$ cat config.mk
export PLATFORM = sky130hd
export DESIGN_NAME = alu_acc
export DESIGN_NICKNAME = d
export VERILOG_FILES = /design/src/rtl/alu_acc.sv
export SDC_FILE = /design/constraint.sdc
export NUM_CORES = 1
export LEC_CHECK = 0
export BUFFER_PORTS_ARGS = -buffer_cell sky130_fd_sc_hd__clkbuf_2
export CAP_MARGIN = 10
export CORE_MARGIN = 3
export CORE_UTILIZATION = 30
export CTS_CLUSTER_DIAMETER = 60
export CTS_CLUSTER_SIZE = 30
export DETAILED_ROUTE_END_ITERATION = 8
export MAX_ROUTING_LAYER = met4
export PLACE_DENSITY = 0.52
export SYNTH_ARGS = -nofsm -noshare
export SYNTH_HDL_FRONTEND = slang
export SYNTH_SLANG_ARGS = --single-unit
$ cat constraint.sdc
create_clock -name clk -period 4 [get_ports clk]
set_input_delay 1.2 -clock clk [delete_from_list [all_inputs] [get_ports clk]]
set_output_delay 1.2 -clock clk [all_outputs]
set_load 0.005 [all_outputs]
$ cat src/rtl/alu_acc.sv
// alu_acc: bus-fed accumulator with single-cycle LOAD/ADD/SUB/CLR/INC and shift-add MUL (ALU_ACC_SAT_EN adds saturation).
// Latency: single-cycle ops update ac at the start edge with done the next cycle; MUL has done in cycle MUL_W+1.
// Backpressure: busy is high during MUL and start is ignored then (no queueing); start alongside done is accepted.
module alu_acc #(
  parameter int DATA_W = 16,
  parameter int MUL_W  = 8
) (
  input  logic              clk,
  input  logic              rst_n,
  input  logic [DATA_W-1:0] bus_in,
  input  logic [2:0]        alu_op,
  input  logic              start,
  output logic [DATA_W-1:0] ac,
  output logic              busy,
  output logic              done,
  output logic              c_flag,
  output logic              z_flag
);

  localparam int PROD_W = 2 * MUL_W;
  localparam int CNT_W  = $clog2(MUL_W) + 1;

  localparam logic [2:0] OP_LOAD = 3'd1;
  localparam logic [2:0] OP_ADD  = 3'd2;
  localparam logic [2:0] OP_SUB  = 3'd3;
  localparam logic [2:0] OP_MUL  = 3'd4;
  localparam logic [2:0] OP_CLR  = 3'd5;
  localparam logic [2:0] OP_INC  = 3'd6;

  typedef enum logic {IDLE, MUL} state_t;

  state_t              state, state_nxt;
  logic [DATA_W-1:0]   ac_nxt;
  logic                c_nxt, busy_nxt, done_nxt;
  logic [PROD_W-1:0]   mcand, mcand_nxt;
  logic [MUL_W-1:0]    mplier, mplier_nxt;
  logic [PROD_W-1:0]   prod, prod_nxt, prod_step;
  logic [CNT_W-1:0]    count, count_nxt;

  // Extra top bit carries the carry-out (ADD/INC) or borrow (SUB).
  logic [DATA_W:0]     add_sum, sub_diff, inc_sum;
  logic [DATA_W-1:0]   add_res, sub_res, inc_res;

  assign add_sum  = {1'b0, ac} + {1'b0, bus_in};
  assign sub_diff = {1'b0, ac} - {1'b0, bus_in};
  assign inc_sum  = {1'b0, ac} + {{DATA_W{1'b0}}, 1'b1};

`ifdef ALU_ACC_SAT_EN
  assign add_res = add_sum[DATA_W]  ? {DATA_W{1'b1}} : add_sum[DATA_W-1:0];
  assign sub_res = sub_diff[DATA_W] ? {DATA_W{1'b0}} : sub_diff[DATA_W-1:0];
  assign inc_res = inc_sum[DATA_W]  ? {DATA_W{1'b1}} : inc_sum[DATA_W-1:0];
`else
  assign add_res = add_sum[DATA_W-1:0];
  assign sub_res = sub_diff[DATA_W-1:0];
  assign inc_res = inc_sum[DATA_W-1:0];
`endif

  assign prod_step = prod + (mplier[0] ? mcand : {PROD_W{1'b0}});
  assign z_flag    = (ac == {DATA_W{1'b0}});

  always_ff @(posedge clk or negedge rst_n) begin
    if (!rst_n) begin
      state  <= IDLE;
      ac     <= '0;
      c_flag <= 1'b0;
      busy   <= 1'b0;
      done   <= 1'b0;
      mcand  <= '0;
      mplier <= '0;
      prod   <= '0;
      count  <= '0;
    end else begin
      state  <= state_nxt;
      ac     <= ac_nxt;
      c_flag <= c_nxt;
      busy   <= busy_nxt;
      done   <= done_nxt;
      mcand  <= mcand_nxt;
      mplier <= mplier_nxt;
      prod   <= prod_nxt;
      count  <= count_nxt;
    end
  end

  always_comb begin
    state_nxt  = state;
    ac_nxt     = ac;
    c_nxt      = c_flag;
    busy_nxt   = busy;
    done_nxt   = 1'b0;
    mcand_nxt  = mcand;
    mplier_nxt = mplier;
    prod_nxt   = prod;
    count_nxt  = count;
    case (state)
      IDLE: begin
        if (start) begin
          done_nxt = (alu_op != OP_MUL);
          case (alu_op)
            OP_LOAD: ac_nxt = bus_in;
            OP_ADD: begin
              ac_nxt = add_res;
              c_nxt  = add_sum[DATA_W];
            end
            OP_SUB: begin
              ac_nxt = sub_res;
              c_nxt  = sub_diff[DATA_W];
            end
            OP_CLR: begin
              ac_nxt = '0;
              c_nxt  = 1'b0;
            end
            OP_INC: begin
              ac_nxt = inc_res;
              c_nxt  = inc_sum[DATA_W];
            end
            OP_MUL: begin
              mcand_nxt  = PROD_W'(ac[MUL_W-1:0]);
              mplier_nxt = bus_in[MUL_W-1:0];
              prod_nxt   = '0;
              count_nxt  = '0;
              busy_nxt   = 1'b1;
              state_nxt  = MUL;
            end
            default: ;
          endcase
        end
      end
      MUL: begin
        prod_nxt   = prod_step;
        mcand_nxt  = mcand << 1;
        mplier_nxt = mplier >> 1;
        count_nxt  = count + CNT_W'(1);
        // Final step writes the completed product straight into ac.
        if (count == CNT_W'(MUL_W - 1)) begin
          ac_nxt    = DATA_W'(prod_step);
          c_nxt     = 1'b0;
          busy_nxt  = 1'b0;
          done_nxt  = 1'b1;
          state_nxt = IDLE;
        end
      end
    endcase
  end

endmodule

# Word level (Yosys, flattened, before mapping)
# Cells that the tools add are included.
# totals
mem_count	0
mem_bits_rw	0
latch_bits	0
romBits	0
regBits	64
# op_classes
n_lt_le_gt_ge	0
mux	31
shifts	0
n_bitwise	1
reduce_logical	5
add_sub_neg	5
n_eq_ne	13
n_div	0
mul	0
# ops
cell	n
16-bit 2-to-1 mux	7
16-bit case mux with 2 select lines	3
16-bit case mux with 5 select lines	1
16-bit by 1-bit adder with 17-bit output, second input constant	1
16-bit by 16-bit adder with 17-bit output	1
16-bit by 16-bit subtractor with 17-bit output	1
16-bit adder	1
16-bit logical NOT	1
8-bit 2-to-1 mux	2
8-bit case mux with 2 select lines	1
3-bit == test, second input constant	3
1-bit 2-to-1 mux	9
3-bit AND reduction	3
4-bit 2-to-1 mux	2
1-bit case mux with 2 select lines	4
4-bit case mux with 2 select lines	1
3-bit by 2-bit == test with 1-bit output, second input constant	2
6-bit by 1-bit != test with 1-bit output, second input constant	1
5-bit by 1-bit != test with 1-bit output, second input constant	1
4-bit by 1-bit adder with 4-bit output, second input constant	1
4-bit by 3-bit == test with 1-bit output, second input constant	1
2-bit by 1-bit != test with 1-bit output, second input constant	2
1-bit case mux with 4 select lines	1
3-bit by 1-bit == test with 1-bit output, second input constant	1
4 further kinds	4

# Logic depth before layout (Yosys ltp)
# depth
word_depth	4
depth_mapped	12
depth_no_buf	11

# Least setup slack after synthesis
# Ideal clock, no wire load.
# synth_timing
kind	input-to-reg
startpoint	in bus_in[4]
endpoint	reg ac[15]
n_path_buf	1
required_ns	3.910
t_arrival_ns	3.197
setup_ns	0.090
stages	11
slack_ns	0.714
cell_sequence	inv_1 > ha_1 > buf_4 > nor2b_1 > or4_1 > o21a_1 > a221oi_1 > o41ai_1 > a21oi_1 > mux2_2 > o2111ai_1
# synth_between
elab_chain_len	4
elab_cells_between_ends	5
classes_between	2 x add/sub; 3 x mux
# synth_rtl
element	line_no	text
start: declaration	10	input logic [DATA_W-1:0] bus_in,
16-bit by 16-bit subtractor with 17-bit output / 16-bit by 16-bit adder with 17-bit output (equally long branches)	45, 44	
16-bit case mux with 5 select lines (*)	99	case (alu_op)
16-bit 2-to-1 mux (*)	97	if (start) begin
16-bit case mux with 2 select lines (*)	95	case (state)
end signal: assignment	74	ac <= ac_nxt;
end: declaration	13	output logic [DATA_W-1:0] ac,
# Mark *: on every way between the ends. The rest lies on a longest branch, timed or not. The select of a mux whose other input is x is not followed.
# A chain may end at the register's enable or synchronous reset.

# Worst setup path in the final report
# layout_timing
startpoint	in bus_in[0]
endpoint	reg ac[14]
# The elaborated chain is that of the path after synthesis.

==> reports/results.tsv <==
stage	metric	value	unit
worst_setup_path	crit_start	bus_in[0]	
cts	post_cts_buffers	0	
drt	vias_per_cell	5.38	
drt	dr.pass1.iters	5	
floorplanning	dieArea	20600	um2
cts	cts_tree	yes	
placed_design	place_inst	955	
sta	timing.slew.headroom	0.481	
sta	fmax	289	MHz
global_routing	overflow	0	
placed_design	post_dp_cell_area	6150	um2
yosys	seq_area_frac_synth	0.283	
drt	finalWirelength	17200	um
flow_run	max-cap-violations	0	
global_routing	grt_pass1_wl	28200	um
worst_setup_path	cp.arrival	3730	ps
global_routing	track_usage	0.177	
yosys	synth_top_area_cell	dfrtp_1	
drt	vias	5209	
placed_design	dp_hpwl	13000	um
layout	fin_nets	813	
drt	drc	0	
worst_setup_path	worstPathCellList	clkbuf_2 -> ha_1 -> fa_1 -> nor2b_1 -> o21a_1 -> o31ai_1 -> a2111oi_1 -> o31ai_1 -> and3_1 -> o31ai_1 -> o221a_1	
outcome	status	finished clean	
power	p_per_area	686	nW/um2
global_routing	grt_max_degree	70	
drt	drt_first_iter_violations	412	
layout	fillers	1951	
sta	rsz0062_at_grt	false	
layout	regArea	1600	um2
cts	cts_hold_buf	0	
placed_design	place_congestion	0.944	
power	vdd_ir_drop_max	0.242	mV
cts	clock_latency	330	ps
sta	finalHoldViolations	0	
sta	setup_viol	0	
worst_setup_path	path_buf_inv	1	
worst_setup_path	worstSetupEndpoint	ac[14]	
yosys	syn_avg_cell_area	8.01	um2
yosys	synthFlopType	dfrtp_1	
yosys	netlist_area	5670	um2
worst_setup_path	crit_type	in2reg	
worst_setup_path	worst-path-max-fanout	3	
floorplanning	rows	49	
worst_setup_path	r2r-start	mplier[0]	
yosys	synthDistinctLibCells	73	
floorplanning	coreArea	18300	um2
placed_design	pre_cts_ws	238	ps
sta	period_share	0.866	
global_routing	antenna_found_initial	0	
worst_setup_path	path_depth	11	
layout	diodes	0	
cts	post_cts_resized	0	
power	p_leak	3.06	nW
worst_setup_path	cpPeakStageDelay	510	ps
worst_setup_path	cp_top_family	compound AO/OA/AOI/OAI gates	
sta	tns	0	ps
sta	tightest_slew	776	ps
layout	multi_input_area	3760	um2
worst_setup_path	r2r.worst_path.cells	11	
floorplanning	ios	42	
yosys	synth_area_leaders	dfrtp_1 28%, ha_1 11%, nand2_1 6.4%	
cts	cts-root-buf	clkbuf_16	
sta	fin_skew	7.28	ps
yosys	synth_edf_count	0	
worst_setup_path	cpMostUsedCell	o31ai_1	
yosys	async_flop_share	1.00	
cts	htreeDepth	3	
sta	timing.final.ws_setup	538	ps
worst_setup_path	r2r_setup_slack	650	ps
floorplanning	start_util	0.310	
floorplanning	die_w	143	um
worst_setup_path	critPathLaunchType	input port	
global_routing	grt_pass1_vias	5140	
layout	syn_to_final_growth	13.4	%
power	power.total	4.40	mW
cts	cts_buffers	9	
yosys	netlist_instances	707	
layout	fin_cells	968	
layout	layout-drive-gt1-share	0.112	
cts	cts_buffer_depth	2	
sta	slew_violations	0	
floorplanning	die_y	143	um
sta	fin_crit	3460	ps
yosys	yosysTopAreaCellShare	0.283	
cts	numClockSinks	64	
worst_setup_path	crit_path_top_delay_cell	a2111oi_1	
worst_hold_path	hold_path.class	reg2reg	
cts	clkTransAtPathRegs	50	ps
drt	wire_per_inst	17.8	um
yosys	synth_nets	783	
worst_setup_path	r2r-end	ac[14]	
layout	stdcell_area	6420	um2
yosys	ys_ff_latch	64	
worst_setup_path	required	4270	ps
yosys	yosys_warnings	0	
placed_design	port_buffers	41	
drt	ant_nets	0	
worst_setup_path	endpoint_kind	flop	
-- metrics by stage --
step                      hold slack [ps]   util
after CTS                             486  0.352
after global routing                  521  0.352
final                                 481  0.352
after detailed placement              472  0.336
after floorplan                       452      -
after global placement                468  0.336
-- flip-flops by register name (all words and copies together) (netlist names) --
register / cells
ac: 16
mcand: 16
prod: 16
mplier: 8
count: 4
busy: 1
c_flag: 1
done: 1
state: 1
-- cell usage after synthesis, types with 4 or more instances --
cell       n
a21o_1    16
o211ai_1   4
a221oi_1   6
and3_1     7
dfrtp_1   64
ha_1      51
o21bai_1   6
xor2_1    13
a21oi_1   61
inv_1     38
nor2_1    46
mux2i_1   12
nor3_1     9
o31ai_1   12
xnor2_1   27
nand2b_1   7
clkbuf_1  30
and2_1    16
buf_1      6
a211oi_1   4
nand2_1   97
a31oi_1    4
o21ai_0   51
nand4_1    8
o21ai_1    6
a211o_1    5
nor2b_1    6
nand3_1   16
o22ai_1    6
nor4_1     8
-- worst min-delay path by stage --
stage,to,start,slack (ps),cells past startpoint
floorplan,prod[10],prod[10],450,2
global placement,busy,busy,470,2
detailed placement,mplier[5],mplier[6],470,2
CTS,busy,busy,490,2
global route,mplier[0],mplier[1],520,2
finish,busy,busy,480,2
-- routing by layer --
layer / vias to the layer above / share of wire / GRT usage
met4: 0 / 0.021 / 0.0575
met5: - / 0 / -
li1: 2590 / - / -
met1: 2454 / 0.51 / 0.256
met2: 141 / 0.42 / 0.256
met3: 24 / 0.045 / 0.0216
-- cell type report --
type | instances | share of cell area
Clock inverter | 1 | 0.00468
Tap cell | 229 | 0.0446
Multi-Input combinational cell | 565 | 0.586
Inverter | 39 | 0.0228
Timing Repair Buffer | 58 | 0.0538
Sequential cell | 64 | 0.250
Clock buffer | 12 | 0.0384
-- report_power, final --
part | internal [mW] | switching (mW)
registers | 0.903 | 0.360
clock network | 0.489 | 0.271
logic | 0.964 | 1.42
total | 2.36 | 2.05
-- tightest hold or removal path, delay by kind of cell, from the launching register on --
family             cells  cell delay, ps
and+or+nand+nor        1              40
AOI/OAI and AO/OA      1              60
DFF                    1             340
-- layout by cell type, fill, tap and decap left out, drive strengths merged, types with 17 or more instances in the layout --
| master | Yosys | layout |
|---|---|---|
| and2 | 17 | 17 |
| o21ai | 57 | 57 |
| xnor2 | 27 | 27 |
| dfrtp | 64 | 64 |
| nor2 | 46 | 46 |
| nand2 | 97 | 97 |
| buf | 9 | 18 |
| a21oi | 61 | 61 |
| inv | 39 | 39 |
| ha | 51 | 51 |
| clkbuf | 30 | 52 |
-- cell families (layout without fill, tap and decap cells) --
logic type | after synthesis | in the layout | share of synthesized area
AO/OA/AOI/OAI | 219 | 219 | 0.253
XOR/XNOR | 40 | 40 | 0.0618
adder cells (fa/ha/maj) | 54 | 54 | 0.123
buffers and inverters | 78 | 110 | 0.0528
flip-flops | 64 | 64 | 0.283
multiplexers | 16 | 16 | 0.0298
AND/OR/NAND/NOR | 236 | 236 | 0.197
Power figures use the tool's default switching activity.
